===== config.mk =====
export PLATFORM = sky130hd
export DESIGN_NAME = mul_arb_sched
export DESIGN_NICKNAME = d
export VERILOG_FILES = /design/src/rtl/mul_arb_pkg.sv /design/src/rtl/mul_arb_tag_pipe.sv /design/src/rtl/mul_arb_sched.sv
export SDC_FILE = /design/constraint.sdc
export NUM_CORES = 1
export LEC_CHECK = 0
export ABC_CLOCK_PERIOD_IN_PS = 1590
export BUFFER_PORTS_ARGS = -buffer_cell sky130_fd_sc_hd__buf_2
export CAP_MARGIN = 20
export CORE_AREA = 2 2 60 62
export DETAILED_ROUTE_END_ITERATION = 10
export DIE_AREA = 0 0 62 64
export HOLD_SLACK_MARGIN = 0.12
export PLACE_DENSITY = 0.73
export SLEW_MARGIN = 20
export SYNTH_ARGS = -nofsm -noshare
export SYNTH_HDL_FRONTEND = slang
export SYNTH_HIERARCHICAL = 1
export SYNTH_SLANG_ARGS = --single-unit

===== constraint.sdc =====
create_clock -name clk -period 1.59 [get_ports clk]
set_input_delay 0.159 -clock clk [delete_from_list [all_inputs] [get_ports clk]]
set_output_delay 0.159 -clock clk [all_outputs]
set_load 0.03 [all_outputs]

===== src/rtl/mul_arb_pkg.sv =====
// mul_arb_pkg: shared types and helpers for the multiplier-sharing scheduler
// Contents: id_w() index width helper, tag_t in-flight tag, mul_arb_state_e FSM states
package mul_arb_pkg;
    // Widest requester index the tag must carry (NREQ <= 16)
    localparam int ID_MAX_W = 4;

    function automatic int id_w(input int n);
        return ($clog2(n) > 1) ? $clog2(n) : 1;
    endfunction

    typedef struct packed {
        logic                valid;
        logic [ID_MAX_W-1:0] id;
    } tag_t;

    typedef enum logic [1:0] {IDLE, BUSY, DRAIN} mul_arb_state_e;
endpackage


===== src/rtl/mul_arb_tag_pipe.sv =====
// mul_arb_tag_pipe: LAT-deep tag shift register kept in step with the external multiplier
// Ports: clk, rst (sync, active-high clear), tag_i (tag entering with the operands),
//        tag_o (tag leaving with the product), any_o (some stage holds a valid tag)
module mul_arb_tag_pipe
    import mul_arb_pkg::*;
#(
    parameter int LAT = 3
) (
    input  logic clk,
    input  logic rst,
    input  tag_t tag_i,
    output tag_t tag_o,
    output logic any_o
);
    tag_t stage_q [LAT];

    always_ff @(posedge clk) begin
        if (rst) begin
            for (int i = 0; i < LAT; i++) stage_q[i] <= '0;
        end else begin
            stage_q[0] <= tag_i;
            for (int i = 1; i < LAT; i++) stage_q[i] <= stage_q[i-1];
        end
    end

    always_comb begin
        any_o = 1'b0;
        for (int i = 0; i < LAT; i++) any_o = any_o | stage_q[i].valid;
    end

    assign tag_o = stage_q[LAT-1];
endmodule


===== src/rtl/mul_arb_sched.sv =====
// mul_arb_sched: shares one pipelined multiplier among NREQ valid/ready requesters
// Ports: clk, rst (sync, active-high); req_valid_i/req_ready_o (one-hot grant),
//        req_m_i/req_q_i (packed operand slices); hold_i (stop issuing);
//        mul_m_o/mul_q_o -> multiplier, mul_product_i <- multiplier (LAT cycles later);
//        rsp_valid_o/rsp_id_o/rsp_product_o (1-cycle result strobe); drained_o (nothing in flight)
// Config: MUL_ARB_SCHED_RR_EN selects round-robin arbitration; otherwise lowest index wins.
module mul_arb_sched
    import mul_arb_pkg::*;
#(
    parameter int NREQ   = 4,
    parameter int WIDTHM = 4,
    parameter int WIDTHQ = 4,
    parameter int WIDTHP = WIDTHM + WIDTHQ,
    parameter int LAT    = 3
) (
    input  logic                     clk,
    input  logic                     rst,
    input  logic [NREQ-1:0]          req_valid_i,
    output logic [NREQ-1:0]          req_ready_o,
    input  logic [NREQ*WIDTHM-1:0]   req_m_i,
    input  logic [NREQ*WIDTHQ-1:0]   req_q_i,
    input  logic                     hold_i,
    output logic [WIDTHM-1:0]        mul_m_o,
    output logic [WIDTHQ-1:0]        mul_q_o,
    input  logic [WIDTHP-1:0]        mul_product_i,
    output logic                     rsp_valid_o,
    output logic [id_w(NREQ)-1:0]    rsp_id_o,
    output logic [WIDTHP-1:0]        rsp_product_o,
    output logic                     drained_o
);
    localparam int IDW = id_w(NREQ);

    logic [IDW-1:0]    sel;
    logic              any_req, xfer, inflight, pipe_any;
    logic [WIDTHM-1:0] mul_m_q, mul_m_d;
    logic [WIDTHQ-1:0] mul_q_q, mul_q_d;
    tag_t              tag_q, tag_d, tail;
    mul_arb_state_e    state_q, state_d;
    logic              drained_q, rsp_valid_q;
    logic [IDW-1:0]    rsp_id_q;
    logic [WIDTHP-1:0] rsp_product_q;

`ifdef MUL_ARB_SCHED_RR_EN
    logic [IDW-1:0] ptr_q, ptr_d;

    function automatic logic [IDW-1:0] wrap(input int v);
        return IDW'(v >= NREQ ? v - NREQ : v);
    endfunction

    // Scan offsets from farthest to nearest so the requester at the pointer wins last
    always_comb begin
        sel     = '0;
        any_req = 1'b0;
        for (int i = NREQ - 1; i >= 0; i--) begin
            if (req_valid_i[wrap(int'(ptr_q) + i)]) begin
                sel     = wrap(int'(ptr_q) + i);
                any_req = 1'b1;
            end
        end
    end

    assign ptr_d = xfer ? wrap(int'(sel) + 1) : ptr_q;

    always_ff @(posedge clk) begin
        if (rst) ptr_q <= '0;
        else     ptr_q <= ptr_d;
    end
`else
    always_comb begin
        sel     = '0;
        any_req = 1'b0;
        for (int i = NREQ - 1; i >= 0; i--) begin
            if (req_valid_i[i]) begin
                sel     = IDW'(i);
                any_req = 1'b1;
            end
        end
    end
`endif

    assign xfer        = any_req & ~hold_i & ~rst;
    assign req_ready_o = xfer ? (NREQ'(1) << sel) : '0;
    assign mul_m_d     = xfer ? req_m_i[sel*WIDTHM +: WIDTHM] : '0;
    assign mul_q_d     = xfer ? req_q_i[sel*WIDTHQ +: WIDTHQ] : '0;
    assign tag_d       = '{valid: xfer, id: xfer ? ID_MAX_W'(sel) : '0};

    // tag_q rides with the operand register, the pipe covers the multiplier's LAT stages
    mul_arb_tag_pipe #(.LAT(LAT)) u_tag_pipe (
        .clk   (clk),
        .rst   (rst),
        .tag_i (tag_q),
        .tag_o (tail),
        .any_o (pipe_any)
    );

    assign inflight = tag_q.valid | pipe_any;

    always_comb begin
        state_d = state_q;
        unique case (state_q)
            IDLE:    state_d = xfer ? BUSY : IDLE;
            BUSY:    state_d = hold_i ? (inflight ? DRAIN : IDLE) : ((inflight || xfer) ? BUSY : IDLE);
            DRAIN:   state_d = !inflight ? (xfer ? BUSY : IDLE) : (hold_i ? DRAIN : BUSY);
            default: state_d = IDLE;
        endcase
    end

    always_ff @(posedge clk) begin
        if (rst) begin
            state_q       <= IDLE;
            drained_q     <= 1'b1;
            mul_m_q       <= '0;
            mul_q_q       <= '0;
            tag_q         <= '0;
            rsp_valid_q   <= 1'b0;
            rsp_id_q      <= '0;
            rsp_product_q <= '0;
        end else begin
            state_q       <= state_d;
            drained_q     <= (state_d == IDLE);
            mul_m_q       <= mul_m_d;
            mul_q_q       <= mul_q_d;
            tag_q         <= tag_d;
            rsp_valid_q   <= tail.valid;
            rsp_id_q      <= tail.valid ? tail.id[IDW-1:0] : '0;
            rsp_product_q <= tail.valid ? mul_product_i : '0;
        end
    end

    assign mul_m_o       = mul_m_q;
    assign mul_q_o       = mul_q_q;
    assign rsp_valid_o   = rsp_valid_q;
    assign rsp_id_o      = rsp_id_q;
    assign rsp_product_o = rsp_product_q;
    assign drained_o     = drained_q;
endmodule


==> reports/results.txt <==
Across the run, the number of max-cap violations was 0. In this run, placement finished with an instance count of 224. Fill cells in the final layout number 315. The tools report the net count after synthesis as 163. Clock-pin slew was measured on the worst setup and hold paths at 0.10 ns. The placer congestion estimate came out at 0.701. Cells with a size suffix above 1 make up 41.4% of the layout.

Setup repair after global routing left no endpoint under its margin. The die covers 3970 µm². Type of the worst setup path: register to register.

The HPWL after detailed placement is 1.92 mm. The routed wire length per instance was 10.8 µm. The routed metal-1 wire length was 1.04 mm. In this run, post-CTS repair resized a total of 0 instances. The clock net in this run drives a total of 34 sinks.

The worst path in the final design needs a cycle of 1.28 ns, including I/O delays and setup. TritonCTS built the clock tree. The number of antenna-violating nets in the routed design is 0, and the antenna cell count is 0.

The layout overhead on the synthesized area was 43.6%; the ratio of routed vias to standard cells was 4.70. Of all nets on the critical path, the largest fanout is 4. In this run the worst setup path begins at u_tag_pipe/stage_q[0][9]. The amount of wire on met3 after detailed routing was 293 µm. The number of failing hold endpoints at the final stage was 0; the combined buffer and inverter count along the critical path was 0.

The tightest min-delay check is of the input port to register type. Setup violations remaining at the end of the flow were counted as 0. For the setup clock skew after layout, the log shows 0.00970 ns. At the worst endpoint, the arrival time is 1.51 ns. First-pass GRT wire length: 4.26 mm.

During placement, the flow inserted port buffers numbering 70. In this run the static leakage power is 0.852 nW. Across all layers, the routed design uses 1147 vias. After detailed routing, the number of remaining DRC violations is 0. The cell family with the largest share of critical-path delay is simple AND/OR/NAND/NOR gates.

Violation count after the first detailed-route iteration: 50. The floorplan has 21 rows. For the wire length reported by the detailed router, the log shows 2.62 mm.

The largest individual stage delay along the critical path comes from the cell sky130_fd_sc_hd__or3_1. Dividing total power by cell area gives a power density of 899 nW/µm². A synthesized cell averages 10.5 µm².

The core region is 3280 µm². After the last flow step, the layout net total stands at 244. The floorplan step set the die width to 62 µm.

The tools report the root cell of the clock tree as sky130_fd_sc_hd__clkbuf_4. The initial antenna violation count was 0; the transition time at the pin with the least slew margin was 0.506 ns. The startpoint of the worst-slack reg-to-reg timing path is u_tag_pipe/stage_q[0][9]. Once the floorplan was initialized, standard cells occupied 37.1% of the core. Buffer levels on the longest clock path: 2. CTS built an H-tree with a depth of 2. For this run, the total global-route usage over all layers was measured as 14.1%.

The critical path goes through or3_1 > nor2_1 > o32ai_1 > o211a_1. For the clock latency on the worst-skew pair, the log shows 0.32 ns. The TritonCTS buffer count was 5.

For this run, the number of Yosys warnings is 6. For the final-layout setup total negative slack, the log shows 0 ns. For this run, the slowest stage of the critical path takes 0.36 ns. Across the VDD grid, the largest voltage drop is 0.401 mV. The worst setup path is captured at a register. The flow ran to the end, and the final reports show no timing, DRC or antenna violations. The gate count after technology mapping came out at 116. The y dimension of the die is 64 µm, and the total count of max-transition violations in the final report is 0. The pin count of the biggest net entering global routing came out at 15. For the iteration count of the initial detailed-routing pass, the log shows 4.

Measured against its own limit, the worst slew margin works out to 66.2%. Based on the critical path, the design can be clocked at up to 0.779 GHz. Summed over all nets, wire length on met2 after detailed routing comes to 1.26 mm.

Global route total overflow: 0. The run gives 1220 µm² as the post-synthesis instance area. After detailed routing, no signal wire sits above met4. After the flow finishes, the layout carries non-filler instances totaling 244.

STA classifies the critical path startpoint as a register. For this design the top-level I/O count stands at 71. STA puts the critical path data required time at 1.82 ns. Of the available clock period, the critical path in the final layout requires 80.7%. Number of global-route vias before repair: 1082.

The launch point of the worst hold path is req_m_i[4].
metrics by stage:
stage	cell area [µm²]	util [%]	setup slack [ns]	power [mW]	hold WS (ns)
6_report	1750	53.2	0.306	1.57	0.138
2_1_floorplan	1220	-	0.412	1.01	0.231
4_1_cts	1750	53.2	0.286	1.59	0.127
3_5_place_dp	1570	47.7	0.301	1.10	0.362
5_1_grt	1750	53.2	0.157	1.68	0.128
3_3_place_gp	1570	47.7	0.362	1.10	0.364
final cells by class:
cell class	count	area [µm²]	area share [%]
Clock buffer	7	55.1	3.15
Clock inverter	1	5.00	0.286
Multi-Input combinational cell	70	457	26.1
Sequential cell	34	681	38.9
Timing Repair Buffer	84	485	27.8
Inverter	2	7.51	0.429
Tap cell	46	57.6	3.29
where the power goes:
group,internal (mW),leakage (nW),switching (mW)
Combinational,0.109,0.541,0.111
Clock,0.214,0.0353,0.256
Sequential,0.874,0.276,0.00854
Total,1.20,0.852,0.375
worst min-delay path, cell delays in order:
cell and delay, ns:
sky130_fd_sc_hd__buf_2 0.08, sky130_fd_sc_hd__a22oi_1 0.06, sky130_fd_sc_hd__o22ai_1 0.12
path summary, 6_finish.rpt:
| kind | to | cells after the start | slack, ns |
|---|---|---|---|
| worst max-delay path | state_q[0] | 4 | 0.31 |
| worst min-delay path | mul_m_o[0] | 3 | 0.14 |
| worst max register to register | state_q[0] | 4 | 0.31 |
| worst min register to register | u_tag_pipe/stage_q[0][1] | 1 | 0.43 |
timing repair:
action,CTS,global route
buffers inserted,0,0
hold buffers,12,0
endpoints found under the hold margin,11,0
endpoints found under the setup margin,0,0
sequential cells by signal, indices dropped and copies added (netlist names):
signal	flops
state_q	2
rsp_product_o	8
rsp_valid_o	1
mul_q_o	4
mul_m_o	4
drained_o	1
u_tag_pipe/stage_q	9
tag_q	3
rsp_id_o	2
metal layers:
metal | up-vias | track usage (%)
met1 | 501 | 15.2
met5 | - | 0
met4 | 0 | 4.79
met3 | 6 | 4.86
li1 | 568 | -
met2 | 72 | 24.7
placed cells by master, fill, tap and decap left out, types with 2 or more instances in the layout:
cell,instances
sky130_fd_sc_hd__clkbuf_4,5
sky130_fd_sc_hd__o22ai_1,8
sky130_fd_sc_hd__nor3_1,2
sky130_fd_sc_hd__buf_2,70
sky130_fd_sc_hd__dfxtp_1,34
sky130_fd_sc_hd__nand2_1,2
sky130_fd_sc_hd__a22oi_1,16
sky130_fd_sc_hd__nor2_1,5
sky130_fd_sc_hd__buf_4,2
sky130_fd_sc_hd__dlygate4sd3_1,12
sky130_fd_sc_hd__nor2b_1,12
sky130_fd_sc_hd__inv_1,2
sky130_fd_sc_hd__and2_1,12
Power figures use the tool's default switching activity.
